[src/rtl/ffdiv_pkg.sv]
// Shared types and helpers for the parametrised floating-point divider.
// Flag bit positions, FSM states, operand classes and the operand classifier.
package ffdiv_pkg;

  localparam int unsigned FLAG_W    = 5;
  localparam int unsigned FLAG_NANF = 4;
  localparam int unsigned FLAG_OVF  = 3;
  localparam int unsigned FLAG_INF  = 2;
  localparam int unsigned FLAG_UF   = 1;
  localparam int unsigned FLAG_ZF   = 0;

  typedef enum logic [2:0] {
    IDLE,
    UNPACK,
    DIVIDE,
    ROUND,
    DONE
  } state_e;

  typedef enum logic [2:0] {
    CLS_ZERO,
    CLS_SUB,
    CLS_NORM,
    CLS_INF,
    CLS_QNAN,
    CLS_SNAN
  } cls_e;

  // Field summaries keep the classifier independent of EXP_W/FRAC_W.
  function automatic cls_e classify(input logic exp_ones, input logic exp_zero,
                                    input logic frac_zero, input logic frac_msb);
    cls_e c;
    if (exp_zero)       c = frac_zero ? CLS_ZERO : CLS_SUB;
    else if (!exp_ones) c = CLS_NORM;
    else if (frac_zero) c = CLS_INF;
    else                c = frac_msb ? CLS_QNAN : CLS_SNAN;
    return c;
  endfunction

endpackage

[src/rtl/ffdiv_lzc.sv]
// Combinational leading-zero counter; returns WIDTH for an all-zero input.
module ffdiv_lzc #(
  parameter int unsigned WIDTH = 24,
  localparam int unsigned CNT_W = $clog2(WIDTH + 1)
) (
  input  logic [WIDTH-1:0] in_vec,
  output logic [CNT_W-1:0] lzc_c
);

  logic found;

  always_comb begin
    lzc_c = CNT_W'(WIDTH);
    found = 1'b0;
    for (int i = WIDTH - 1; i >= 0; i--) begin
      if (!found && in_vec[i]) begin
        lzc_c = CNT_W'(WIDTH - 1 - i);
        found = 1'b1;
      end
    end
  end

endmodule

[src/rtl/ffdiv_param.sv]
// Iterative restoring floating-point divider with RNE rounding and valid/ready handshakes.
// Define FFDIV_EARLY_TERM_EN to stop iterating once the partial remainder reaches zero.
module ffdiv_param
  import ffdiv_pkg::*;
#(
  parameter int unsigned EXP_W  = 8,
  parameter int unsigned FRAC_W = 23,
  localparam int unsigned W     = 1 + EXP_W + FRAC_W,
  localparam int unsigned Q_W   = FRAC_W + 3,
  localparam int unsigned CNT_W = $clog2(Q_W + 1)
) (
  input  logic              clk,
  input  logic              rst,
  input  logic              in_valid,
  output logic              in_ready,
  input  logic [W-1:0]      operand1,
  input  logic [W-1:0]      operand2,
  output logic              out_valid,
  input  logic              out_ready,
  output logic [W-1:0]      result,
  output logic [FLAG_W-1:0] flag,
  output logic [CNT_W-1:0]  itr_count
);

  localparam int unsigned BIAS = 2 ** (EXP_W - 1) - 1;
  localparam int unsigned M_W  = FRAC_W + 1;
  localparam int unsigned MR_W = M_W + 1;
  localparam int unsigned R_W  = M_W + 1;
  localparam int unsigned E_W  = EXP_W + 2;
  localparam int unsigned LZ_W = $clog2(M_W + 1);

  localparam logic signed [E_W-1:0] E_ONE  = E_W'(1);
  localparam logic signed [E_W-1:0] E_BIAS = E_W'(BIAS);
  localparam logic signed [E_W-1:0] E_MAX  = E_W'(2 ** EXP_W - 1);
  localparam logic [W-1:0] QBIT  = W'(1) << (FRAC_W - 1);
  localparam logic [W-1:0] CANON = {1'b0, {EXP_W{1'b1}}, 1'b1, {(FRAC_W - 1){1'b0}}};

  state_e                  state_q, state_d;
  logic [W-1:0]            op1_q, op1_d, op2_q, op2_d;
  logic signed [E_W-1:0]   e_q, e_d;
  logic                    sign_q, sign_d;
  logic [R_W-1:0]          r_q, r_d;
  logic [M_W-1:0]          d_q, d_d;
  logic [Q_W-1:0]          q_q, q_d;
  logic [CNT_W-1:0]        cnt_q, cnt_d;
  logic [W-1:0]            result_q, result_d;
  logic [FLAG_W-1:0]       flag_q, flag_d;
  logic [CNT_W-1:0]        itr_q, itr_d;
  logic                    out_valid_q, out_valid_d;
  logic                    in_ready_q, in_ready_d;

  logic                    s1, s2;
  logic [EXP_W-1:0]        x1, x2;
  logic [FRAC_W-1:0]       f1, f2;
  cls_e                    c1, c2;
  logic [LZ_W-1:0]         lz1, lz2;
  logic                    nan1, nan2;

  logic signed [E_W-1:0]   ea, eb, en, ef;
  logic [M_W-1:0]          ma, mb, mant;
  logic [MR_W-1:0]         mant_r;
  logic [R_W-1:0]          rem;
  logic [Q_W-1:0]          qn;
  logic                    ge, last, rnd;

  assign {s1, x1, f1} = op1_q;
  assign {s2, x2, f2} = op2_q;
  assign c1   = classify(&x1, ~|x1, ~|f1, f1[FRAC_W-1]);
  assign c2   = classify(&x2, ~|x2, ~|f2, f2[FRAC_W-1]);
  assign nan1 = (c1 == CLS_QNAN) || (c1 == CLS_SNAN);
  assign nan2 = (c2 == CLS_QNAN) || (c2 == CLS_SNAN);

  ffdiv_lzc #(.WIDTH(M_W)) u_lzc1 (.in_vec({1'b0, f1}), .lzc_c(lz1));
  ffdiv_lzc #(.WIDTH(M_W)) u_lzc2 (.in_vec({1'b0, f2}), .lzc_c(lz2));

  // Next-state and datapath for the whole operation sequence.
  always_comb begin
    state_d  = state_q;
    op1_d    = op1_q;
    op2_d    = op2_q;
    e_d      = e_q;
    sign_d   = sign_q;
    r_d      = r_q;
    d_d      = d_q;
    q_d      = q_q;
    cnt_d    = cnt_q;
    result_d = result_q;
    flag_d   = flag_q;
    itr_d    = itr_q;
    ea       = '0;
    eb       = '0;
    en       = '0;
    ef       = '0;
    ma       = '0;
    mb       = '0;
    mant     = '0;
    mant_r   = '0;
    rem      = '0;
    qn       = '0;
    ge       = 1'b0;
    last     = 1'b0;
    rnd      = 1'b0;

    case (state_q)
      IDLE: begin
        if (in_valid) begin
          op1_d   = operand1;
          op2_d   = operand2;
          state_d = UNPACK;
        end
      end

      UNPACK: begin
        sign_d = s1 ^ s2;
        ea     = (c1 == CLS_SUB) ? (E_ONE - E_W'(lz1)) : E_W'(x1);
        eb     = (c2 == CLS_SUB) ? (E_ONE - E_W'(lz2)) : E_W'(x2);
        ma     = (c1 == CLS_SUB) ? ({1'b0, f1} << lz1) : {1'b1, f1};
        mb     = (c2 == CLS_SUB) ? ({1'b0, f2} << lz2) : {1'b1, f2};
        e_d    = ea - eb + E_BIAS;
        r_d    = R_W'(ma);
        d_d    = mb;
        q_d    = '0;
        cnt_d  = '0;
        itr_d  = '0;
        flag_d = '0;
        state_d = DONE;
        if (nan1) begin
          result_d = op1_q | QBIT;
          flag_d[FLAG_NANF] = 1'b1;
        end else if (nan2) begin
          result_d = op2_q | QBIT;
          flag_d[FLAG_NANF] = 1'b1;
        end else if ((c1 == CLS_ZERO && c2 == CLS_ZERO) || (c1 == CLS_INF && c2 == CLS_INF)) begin
          result_d = CANON;
          flag_d[FLAG_NANF] = 1'b1;
        end else if (c2 == CLS_ZERO || c1 == CLS_INF) begin
          result_d = {s1 ^ s2, {EXP_W{1'b1}}, {FRAC_W{1'b0}}};
          flag_d[FLAG_INF] = 1'b1;
        end else if (c1 == CLS_ZERO || c2 == CLS_INF) begin
          result_d = {s1 ^ s2, {(EXP_W + FRAC_W){1'b0}}};
          flag_d[FLAG_ZF] = 1'b1;
        end else begin
          state_d = DIVIDE;
        end
      end

      // One restoring step per cycle; quotient bits fill MSB first.
      DIVIDE: begin
        ge    = (r_q >= R_W'(d_q));
        rem   = ge ? (r_q - R_W'(d_q)) : r_q;
        q_d   = q_q | (Q_W'(ge) << (CNT_W'(Q_W - 1) - cnt_q));
        r_d   = rem << 1;
        cnt_d = cnt_q + CNT_W'(1);
        last  = (cnt_q == CNT_W'(Q_W - 1));
`ifdef FFDIV_EARLY_TERM_EN
        if (rem == '0) last = 1'b1;
`else
        if (rem == '0) last = last;
`endif
        if (last) begin
          itr_d   = cnt_d;
          state_d = ROUND;
        end
      end

      // Normalise, round to nearest even, then range-check the exponent.
      ROUND: begin
        qn     = q_q[Q_W-1] ? q_q : (q_q << 1);
        en     = q_q[Q_W-1] ? e_q : (e_q - E_ONE);
        mant   = qn[Q_W-1:2];
        rnd    = qn[1] & (qn[0] | (|r_q) | mant[0]);
        mant_r = {1'b0, mant} + MR_W'(rnd);
        ef     = mant_r[M_W] ? (en + E_ONE) : en;
        flag_d = '0;
        if (en[E_W-1] || (en == '0)) begin
          result_d = {sign_q, {(EXP_W + FRAC_W){1'b0}}};
          flag_d[FLAG_UF] = 1'b1;
          flag_d[FLAG_ZF] = 1'b1;
        end else if (ef >= E_MAX) begin
          result_d = {sign_q, {EXP_W{1'b1}}, {FRAC_W{1'b0}}};
          flag_d[FLAG_OVF] = 1'b1;
          flag_d[FLAG_INF] = 1'b1;
        end else begin
          result_d = {sign_q, ef[EXP_W-1:0], mant_r[FRAC_W-1:0]};
        end
        state_d = DONE;
      end

      DONE: begin
        if (out_ready) state_d = IDLE;
      end

      default: state_d = IDLE;
    endcase

    out_valid_d = (state_d == DONE);
    in_ready_d  = (state_d == IDLE);
  end

  always_ff @(posedge clk) begin
    if (rst) begin
      state_q     <= IDLE;
      op1_q       <= '0;
      op2_q       <= '0;
      e_q         <= '0;
      sign_q      <= 1'b0;
      r_q         <= '0;
      d_q         <= '0;
      q_q         <= '0;
      cnt_q       <= '0;
      result_q    <= '0;
      flag_q      <= '0;
      itr_q       <= '0;
      out_valid_q <= 1'b0;
      in_ready_q  <= 1'b1;
    end else begin
      state_q     <= state_d;
      op1_q       <= op1_d;
      op2_q       <= op2_d;
      e_q         <= e_d;
      sign_q      <= sign_d;
      r_q         <= r_d;
      d_q         <= d_d;
      q_q         <= q_d;
      cnt_q       <= cnt_d;
      result_q    <= result_d;
      flag_q      <= flag_d;
      itr_q       <= itr_d;
      out_valid_q <= out_valid_d;
      in_ready_q  <= in_ready_d;
    end
  end

  assign in_ready  = in_ready_q;
  assign out_valid = out_valid_q;
  assign result    = result_q;
  assign flag      = flag_q;
  assign itr_count = itr_q;

endmodule

[config.mk]
export PLATFORM = sky130hd
export DESIGN_NAME = ffdiv_param
export DESIGN_NICKNAME = d
export VERILOG_FILES = /design/src/rtl/ffdiv_pkg.sv /design/src/rtl/ffdiv_lzc.sv /design/src/rtl/ffdiv_param.sv
export SDC_FILE = /design/constraint.sdc
export NUM_CORES = 1
export LEC_CHECK = 0
export BUFFER_PORTS_ARGS = -buffer_cell sky130_fd_sc_hd__buf_2
export CAP_MARGIN = 0
export CORE_ASPECT_RATIO = 0.8
export CORE_MARGIN = 2
export CORE_UTILIZATION = 25
export CTS_CLUSTER_DIAMETER = 120
export DETAILED_ROUTE_END_ITERATION = 7
export GPL_ROUTABILITY_DRIVEN = 0
export GPL_TIMING_DRIVEN = 1
export RECOVER_POWER = 100
export SLEW_MARGIN = 10
export SYNTH_ARGS = -nofsm -noshare
export SYNTH_HDL_FRONTEND = slang
export SYNTH_SLANG_ARGS = --single-unit
[constraint.sdc]
create_clock -name clk -period 11.9 [get_ports clk]
set_clock_uncertainty 0.2 [all_clocks]
set_input_delay 2.38 -clock clk [delete_from_list [all_inputs] [get_ports clk]]
set_output_delay 2.38 -clock clk [all_outputs]
set_load 0.005 [all_outputs]
==> metrics.md, run 1 <==
| Metric | Value |
|---|---|
| Simple-gate share of the synthesized area | 0.231 |
| Layout area overhead | 13.1% |
| Max Clock Freq | 136 MHz |
| Worst min path class | register to register |
| Cts bufs inserted | 26 |
| CP bufs+invs | 3 |
| Yosys reg bits | 202 |
| Status | finished, violations left |
| Async set or reset register ratio after synthesis | 0 |
| IO Pins | ~110 |
| Sequential-to-total area share from yosys stat | 0.277 |
| Crit path arrival time | 7.38 ns |
| R2r setup slk | 6.13 ns |
| CP Data Required Time | about 12 ns |
| Hold Path Origin | itr_count[3]$_SDFFE_PP0P_ |
| Tcrit/Tclk final | 0.618 |
| Post-CTS Setup Bufs | 0 |
| RSZ-0062 raised after global routing | no |
| Post-route ant nets | 0 |
| Initial antenna violation count | 1 |
| DR vias/cell | 5.68 |
| Overall power | 0.00303 W |
| XOR/XNOR Fraction of Synth Area | 0.0353 |
| Leading cell type by number of instances after synthesis | nand2_1 |
| Later-pin clock latency in the skew report | 0.56 ns |
| Initial DRC count | 1841 |
| Largest net degree at the start of global routing | 89 |
| DR vias | 15684 |
| Final Max Slew Viols | 113 |
| Clock buffer depth | 3 |
| Top cells by instance count after synthesis | 283 x nand2_1, 216 x a21oi_1, 202 x dfxtp_1, 161 x nor2_1, 137 x clkbuf_1 |
| Syn_area_per_cell | approximately 7.4 sq um |
| Final net count | between 2000 and 2500 |
| Core region area | ~0.058 sq mm |
| Clock sinks | 202 |
| Ranking of synthesized cells by area | dfxtp_1 28%, a21oi_1 7.4%, nand2_1 7.3% |
| Syn. warnings | 0 |
| Yosys cell types | 85 |
| Detailed placement HPWL | 41800 microns |
| Starting Density | 0.252 |
| Wire per inst | ~20 microns |
| Slowest stage cell on the critical path | clkbuf_1 |
| Reg2reg start | op1_q[20]$_SDFFE_PP0P_ |
| Routed WL | 55800 microns |
| Layout cells sized above 1 | 0.0990 |
| DIE AREA | 0.0605 sq mm |
| Syn Std Cell Area | 0.0146 sq mm |
| Main synth FF type | dfxtp_1 |
| CTS clock-pin slew for the worst setup and hold paths | 0.06 ns |
| Cell Pwr Density | 183 mW/mm^2 |
| Leakage | 6.01 nW |
| Complex-gate fraction of the synthesized area | 0.275 |
| Min cycle time layout | 7.35 ns |
| EDFF count, synth | 0 |
| Mux cell area share after synthesis | 0.0741 |
| Critical Path Max Stage Delay | 2.83 ns |
| Antenna fix cells | 0 |
| Core Rows | 79 |
| Crit start category | primary input |
| Hold buffers post-CTS | 0 |
| First-pass GRT wire length | 85800 microns |
| Critical path fanouts, max | 88 |
| Synth Instances | 1976 |
| WHS Endpoint | itr_count[3]$_SDFFE_PP0P_ |
| Synth top area share | 0.277 |
| CTS tree | done |
| Die H | ~220 microns |
| Gr ovfl total | 0 |
| Gr usage total | 0.178 |
| Crit. End Element | register |
| Syn Nets | 2096 |
| Worst-Margin Slew | 4.12 ns |
| PortBufs | roughly 110 |
| Synth Area in Adders | 0.0455 |
| Final Hold Vio Count | 0 |
| Worst reg-to-reg path cell count | 18 |
| Final setup fails | 0 |
| Fillers | 6296 |
| Hold Crit Depth | 2 |
| Cell Chain, Critical Path | clkbuf_1, inv_1, clkbuf_1, nand2_1, nor3_1, a31oi_1, a31oi_1 |
| CP delay by family, top | buffers and inverters |
| Vias in the first global route | 14618 |
| Setup Total Neg Slack | 0 ns |
| Die Wd | 274 microns |
| # DRC | 0 |
| DRT Pass-1 Iters | 8 |
| Violated checks | capacitance limit, slew limit |
| Max-Cap Viols | 2 |
| Synth area leader | dfxtp_1 |
| H-tree depth | 1 |
| Worst vdd ir | 0.0000964 V |
| Crit Path Class | primary input to register |
| Post-CTS Resized | 0 |
| RR Endpoint | e_q[9]$_SDFFE_PP0P_ |
| Clk Tree Root Cell | clkbuf_16 |
| Largest family of logic cells by synthesized area | compound AO/OA/AOI/OAI gates |
| Slew headroom | -1.75 |
cell usage in the layout (no fill, tap or decap), types with 22 or more instances in the layout:
cell type / netlist / layout
nand2_1: 283 / 283
a21oi_1: 216 / 216
dfxtp_1: 202 / 201
nor2_1: 161 / 160
mux2i_1: 79 / 79
o21ai_0: 69 / 69
buf_2: 7 / 67
inv_1: 63 / 63
nor3_1: 55 / 54
nand3_1: 53 / 53
ha_1: 50 / 50
clkbuf_1: 137 / 48
a22oi_1: 45 / 45
xnor2_1: 44 / 44
a211oi_1: 41 / 41
nor4_1: 26 / 26
clkbuf_16: 0 / 26
a221oi_1: 25 / 25
and3_1: 21 / 22
layer usage:
| metal | wire (microns) | vias up | part of all wire | global-route usage |
|---|---|---|---|---|
| li1 | - | 7207 | - | - |
| met1 | 23600 | 7452 | 0.42 | 0.239 |
| met2 | 23900 | 838 | 0.43 | 0.277 |
| met3 | 5180 | 187 | 0.093 | 0.0322 |
| met4 | 3060 | 0 | 0.055 | 0.0859 |
| met5 | 0 | - | 0 | 0 |
sequential cells by signal, summed over array words and instances, names as in the netlist:
name	flops
itr_count	5
op1_q	32
result	32
sign_q	1
out_valid	1
state_q	3
e_q	10
q_q	26
cnt_q	5
op2_q	32
in_ready	1
d_q	24
flag	5
r_q	25
cell type report:
type                    instances  area, sq um  area share
clock inverters                10          151     0.00916
inverters                      65          244      0.0148
multi-input cells            1543         9690       0.586
flip-flops and latches        202         4050       0.245
well taps                     769          962      0.0582
clock buffers                  38          786      0.0475
repair buffers                132          654      0.0396
where the power goes:
group          leakage, nW  total, W  internal (W)  switching (W)
Clock                0.456  0.000851      0.000524       0.000326
Combinational         3.91   0.00137      0.000530       0.000840
Sequential            1.64  0.000808      0.000724      0.0000830
how the worst max path moves through the flow:
stage | start | to | slack, ns | depth (start not counted)
CTS | op1_q[20]$_SDFFE_PP0P_ | e_q[9]$_SDFFE_PP0P_ | 6.30 | 18
global route | rst | r_q[13]$_SDFFE_PP0P_ | 4.05 | 7
global placement | op1_q[20]$_SDFFE_PP0P_ | e_q[9]$_SDFFE_PP0P_ | 6.38 | 18
detailed placement | op1_q[20]$_SDFFE_PP0P_ | e_q[9]$_SDFFE_PP0P_ | 6.33 | 18
floorplan | q_q[25]$_SDFFE_PP0P_ | result[1]$_SDFFE_PP0P_ | 6.59 | 20
finish | rst | r_q[13]$_SDFFE_PP0P_ | 4.55 | 7
per-stage QoR:
stage	util	area [sq um]	instances	hold WS (ns)	worst slack, ns
6_report	0.285	16500	2759	0.257	4.55
5_1_grt	0.285	16500	2759	0.277	4.05
4_1_cts	0.286	16600	2759	0.255	6.30
3_5_place_dp	0.270	15700	2711	0.247	6.33
3_3_place_gp	0.270	15700	2711	0.243	6.38
2_1_floorplan	-	14600	1976	0.235	6.59
worst register-to-register path: stages (launching register included):
cell      delay, ns
dfxtp_1        0.41
nor3_1         0.51
nand4_1        0.71
or4_1          0.73
o221a_2        0.23
nor2_4         0.66
o21bai_1       0.18
ha_1           0.23
ha_1           0.21
fa_1           0.40
a21oi_1        0.15
o21bai_1       0.11
a21oi_1        0.17
nor2_1         0.05
nor2_1         0.15
o21bai_1       0.08
a21oi_1        0.17
xnor2_1        0.09
a211oi_1       0.22
kinds of logic after synthesis:
kind of cell	after synthesis
flops	202
compound gates	606
buf+inv	231
xor+xnor	59
simple gates	724
mux	102
fa+ha+maj	52
No activity file was read; power rests on OpenSTA's default activity.
==> run 2, diff against run 1 <==
--- a/config.mk
+++ b/config.mk
@@ -5,6 +5,7 @@
 export SDC_FILE = /design/constraint.sdc
 export NUM_CORES = 1
 export LEC_CHECK = 0
+export ABC_AREA = 1
 export BUFFER_PORTS_ARGS = -buffer_cell sky130_fd_sc_hd__buf_2
 export CAP_MARGIN = 0
 export CORE_ASPECT_RATIO = 0.8
==> constraint.sdc (replaced) <==
create_clock -name clk -period 7.4 [get_ports clk]
set_clock_uncertainty 0.2 [all_clocks]
set_input_delay 1.48 -clock clk [delete_from_list [all_inputs] [get_ports clk]]
set_output_delay 1.48 -clock clk [all_outputs]
set_load 0.005 [all_outputs]
==> run 2 against run 1 <==
Against the previous run: the flow still finishes with violations (capacitance limit, slew limit); sequential share of layout area down 0.52 points; cell area up 2.1%; clock power up 55%; die area up 3.1%; final cell count up 18%; sequential power up 63%; utilization down 0.19 points; global-route usage up 0.95 points; register-to-register slack worse by 4.9 ns; largest power group unchanged.
==> metrics.md, run 2 <==
| Metric | Value |
|---|---|
| Status | finished, violations left |
| Violated checks | capacitance limit, slew limit |
| Layout cells sized above 1 | 0.0845 |
| Tcrit/Tclk final | 0.841 |
| Slew headroom | -0.498 |
| Core Rows | 80 |
| Yosys cell types | 60 |
| Layout area overhead | 11.9% |
| DP Area | 0.0162 sq mm |
| Top cells by instance count after synthesis | 554 x nand2_1, 292 x a21oi_1, 226 x nand3_1, 221 x o21ai_0 |
| Reg power frac | 0.252 |
| CTS clock-pin slew for the worst setup and hold paths | about 0.06 ns |
| Pint | 0.00278 W |
| Async set or reset register ratio after synthesis | 0 |
| DIE AREA | 0.0624 sq mm |
| Worst min path class | register to register |
| Commonest non-fill, non-tap cell in the layout | nand2_1 |
| DR vias | 16847 |
| Net switching power | 0.00246 W |
| Syn_area_per_cell | 6.22 sq um |
| Worst setup margin | 1.18 ns |
| Vias in the first global route | 15082 |
| CP Data Required Time | 7.56 ns |
| Post-route ant nets | 0 |
| Largest net degree at the start of global routing | 78 |
| Switching part of the total | 0.469 |
| DR vias/cell | slightly above 5 |
| EDFF count, synth | 0 |
| Combinational Power Share | 0.497 |
| Gr usage total | 0.188 |
| Synth area leader | dfxtp_1 |
| Yosys reg bits | 202 |
| Clock buffer depth | 3 |
| Synth top area share | 0.268 |
| Storage cell area | 0.00404 sq mm |
| Detailed placement HPWL | 46800 microns |
| RSZ-0062 raised after global routing | no |
| Post-CTS Resized | 0 |
| Simple-gate share of the synthesized area | 0.334 |
| Worst-Margin Slew | 2.24 ns |
| Pre-CTS setup slack | 2.00 ns |
| Final net count | 2577 |
| XOR/XNOR Fraction of Synth Area | 0.0313 |
| Max Clock Freq | 161 MHz |
| Complex-gate fraction of the synthesized area | 0.227 |
| Clock share of power | 0.251 |
| Crit. End Element | register |
| Final setup fails | 0 |
| Core region area | ~0.060 sq mm |
| Hold buffers post-CTS | 0 |
| Leakage | roughly 7.1 nW |
| PortBufs | 111 |
| Final Max Slew Viols | 203 |
| Min cycle time layout | a little over 6 ns |
| Clock sinks | 202 |
| DRT Pass-1 Iters | 6 |
| Mux cell area share after synthesis | 0 |
| Initial DRC count | 2247 |
| Gr ovfl total | 0 |
| Antenna fix cells | 0 |
| Setup Total Neg Slack | 0 ns |
| Wire per inst | 18.6 microns |
| Crit path arrival time | 6.38 ns |
| Layout Utilization | 0.283 |
| Design Area, Final | 0.0169 sq mm |
| CTS tree | done |
| Die H | 224 microns |
| Initial antenna violation count | 0 |
| Post-CTS Setup Bufs | 0 |
| Clk Tree Root Cell | clkbuf_16 |
| Ranking of synthesized cells by area | dfxtp_1 27%, nand2_1 14%, a21oi_1 9.7% |
| IO Pins | ~110 |
| Later-pin clock latency in the skew report | 0.56 ns |
| Worst vdd ir | approximately 0.00016 V |
| Starting Density | 0.253 |
| Routed WL | about 60000 microns |
| Most frequent cells in the layout | 557 x nand2_1, 292 x a21oi_1, 233 x o21ai_0 |
| # DRC | 0 |
| Syn. warnings | 0 |
| H-tree depth | 1 |
| Syn Std Cell Area | 0.0151 sq mm |
| Cell Pwr Density | 311 mW/mm^2 |
| Synth Instances | 2426 |
| Leading cell type by number of instances after synthesis | nand2_1 |
| Sequential-to-total area share from yosys stat | 0.268 |
| Syn Nets | 2546 |
| Crit start category | primary input |
| Main synth FF type | dfxtp_1 |
| Fillers | about 6700 |
| Max-Cap Viols | 3 |
| Die Wd | 279 microns |
| Crit Path Class | primary input to register |
| Multi-input logic area | 0.00955 sq mm |
| Largest family of logic cells by synthesized area | simple AND/OR/NAND/NOR gates |
| First-pass GRT wire length | 91800 microns |
| Worst reg-to-reg path cell count | 29 |
| Final Hold Vio Count | 0 |
| Cts bufs inserted | 24 |
| Synth Area in Adders | 0.0441 |
| Hold Crit Depth | 2 |
| Critical path fanouts, max | 77 |
-- run 2: changes by cell type after synthesis, moves of 22 or more --
cell	previous run	this run
nand2_1	283	554
mux2i_1	79	0
xnor2_1	44	22
o21ai_0	69	221
a221oi_1	25	3
a211oi_1	41	3
inv_1	63	209
clkbuf_1	137	83
a21oi_1	216	292
nor2_1	161	209
a22oi_1	45	4
nand3_1	53	226
-- run 2: layer usage --
metal	part of all wire	GRT usage
met1	0.47	0.277
met2	0.37	0.246
met3	0.14	0.0847
met4	0.020	0.0362
met5	0	0
-- run 2: worst max-delay path: stages --
cell	delay, ns
buf_2	0.07
clkbuf_2	1.13
clkinvlp_2	2.38
buf_4	0.88
o21ai_0	0.27
a21oi_1	0.08
-- run 2: power by group through the flow --
| stage | combinational [W] | clock (W) | sequential, W |
|---|---|---|---|
| after CTS | 0.00254 | 0.00132 | 0.00131 |
| after global placement | 0.00255 | 0 | 0.00133 |
| after detailed placement | 0.00252 | 0 | 0.00134 |
| after floorplan | 0.00192 | 0 | 0.00129 |
| final | 0.00261 | 0.00132 | 0.00132 |
| after global routing | 0.00289 | 0.00137 | 0.00133 |
-- run 2: final cells by class --
type                       count  share of cell area
clock inverter                12              0.0119
tap                          779              0.0577
inverter                     233              0.0519
clock buffer                  29              0.0384
multi-input combinational   1872               0.565
timing repair buffer         124              0.0356
sequential                   202               0.239
-- run 2: logic make-up (layout without fill, tap and decap cells) --
group | Yosys count | in the layout
AOI/OAI and AO/OA | 632 | 632
buffers and inverters | 352 | 398
and+or+nand+nor | 1134 | 1134
adders and majority gates | 52 | 52
DFF | 202 | 202
xor gates and xnor gates | 54 | 54
-- run 2: final timing paths --
check	slack, ns	end	startpoint
worst max-delay path	1.18	op1_q[21]$_SDFFE_PP0P_	rst
worst min-delay path	0.25	itr_count[0]$_SDFFE_PP0P_	itr_count[0]$_SDFFE_PP0P_
worst max register to register	1.19	e_q[8]$_SDFFE_PP0P_	op2_q[17]$_SDFFE_PP0P_
worst min register to register	0.25	itr_count[0]$_SDFFE_PP0P_	itr_count[0]$_SDFFE_PP0P_
-- run 2: stage by stage --
| stage | hold WS [ns] | std cells | total power (W) |
|---|---|---|---|
| after global placement | 0.236 | 3210 | 0.00388 |
| after detailed placement | 0.244 | 3210 | 0.00386 |
| after global routing | 0.281 | 3251 | 0.00559 |
| after floorplan | 0.224 | 2426 | 0.00321 |
| after CTS | 0.253 | 3251 | 0.00518 |
| final | 0.250 | 3251 | 0.00525 |
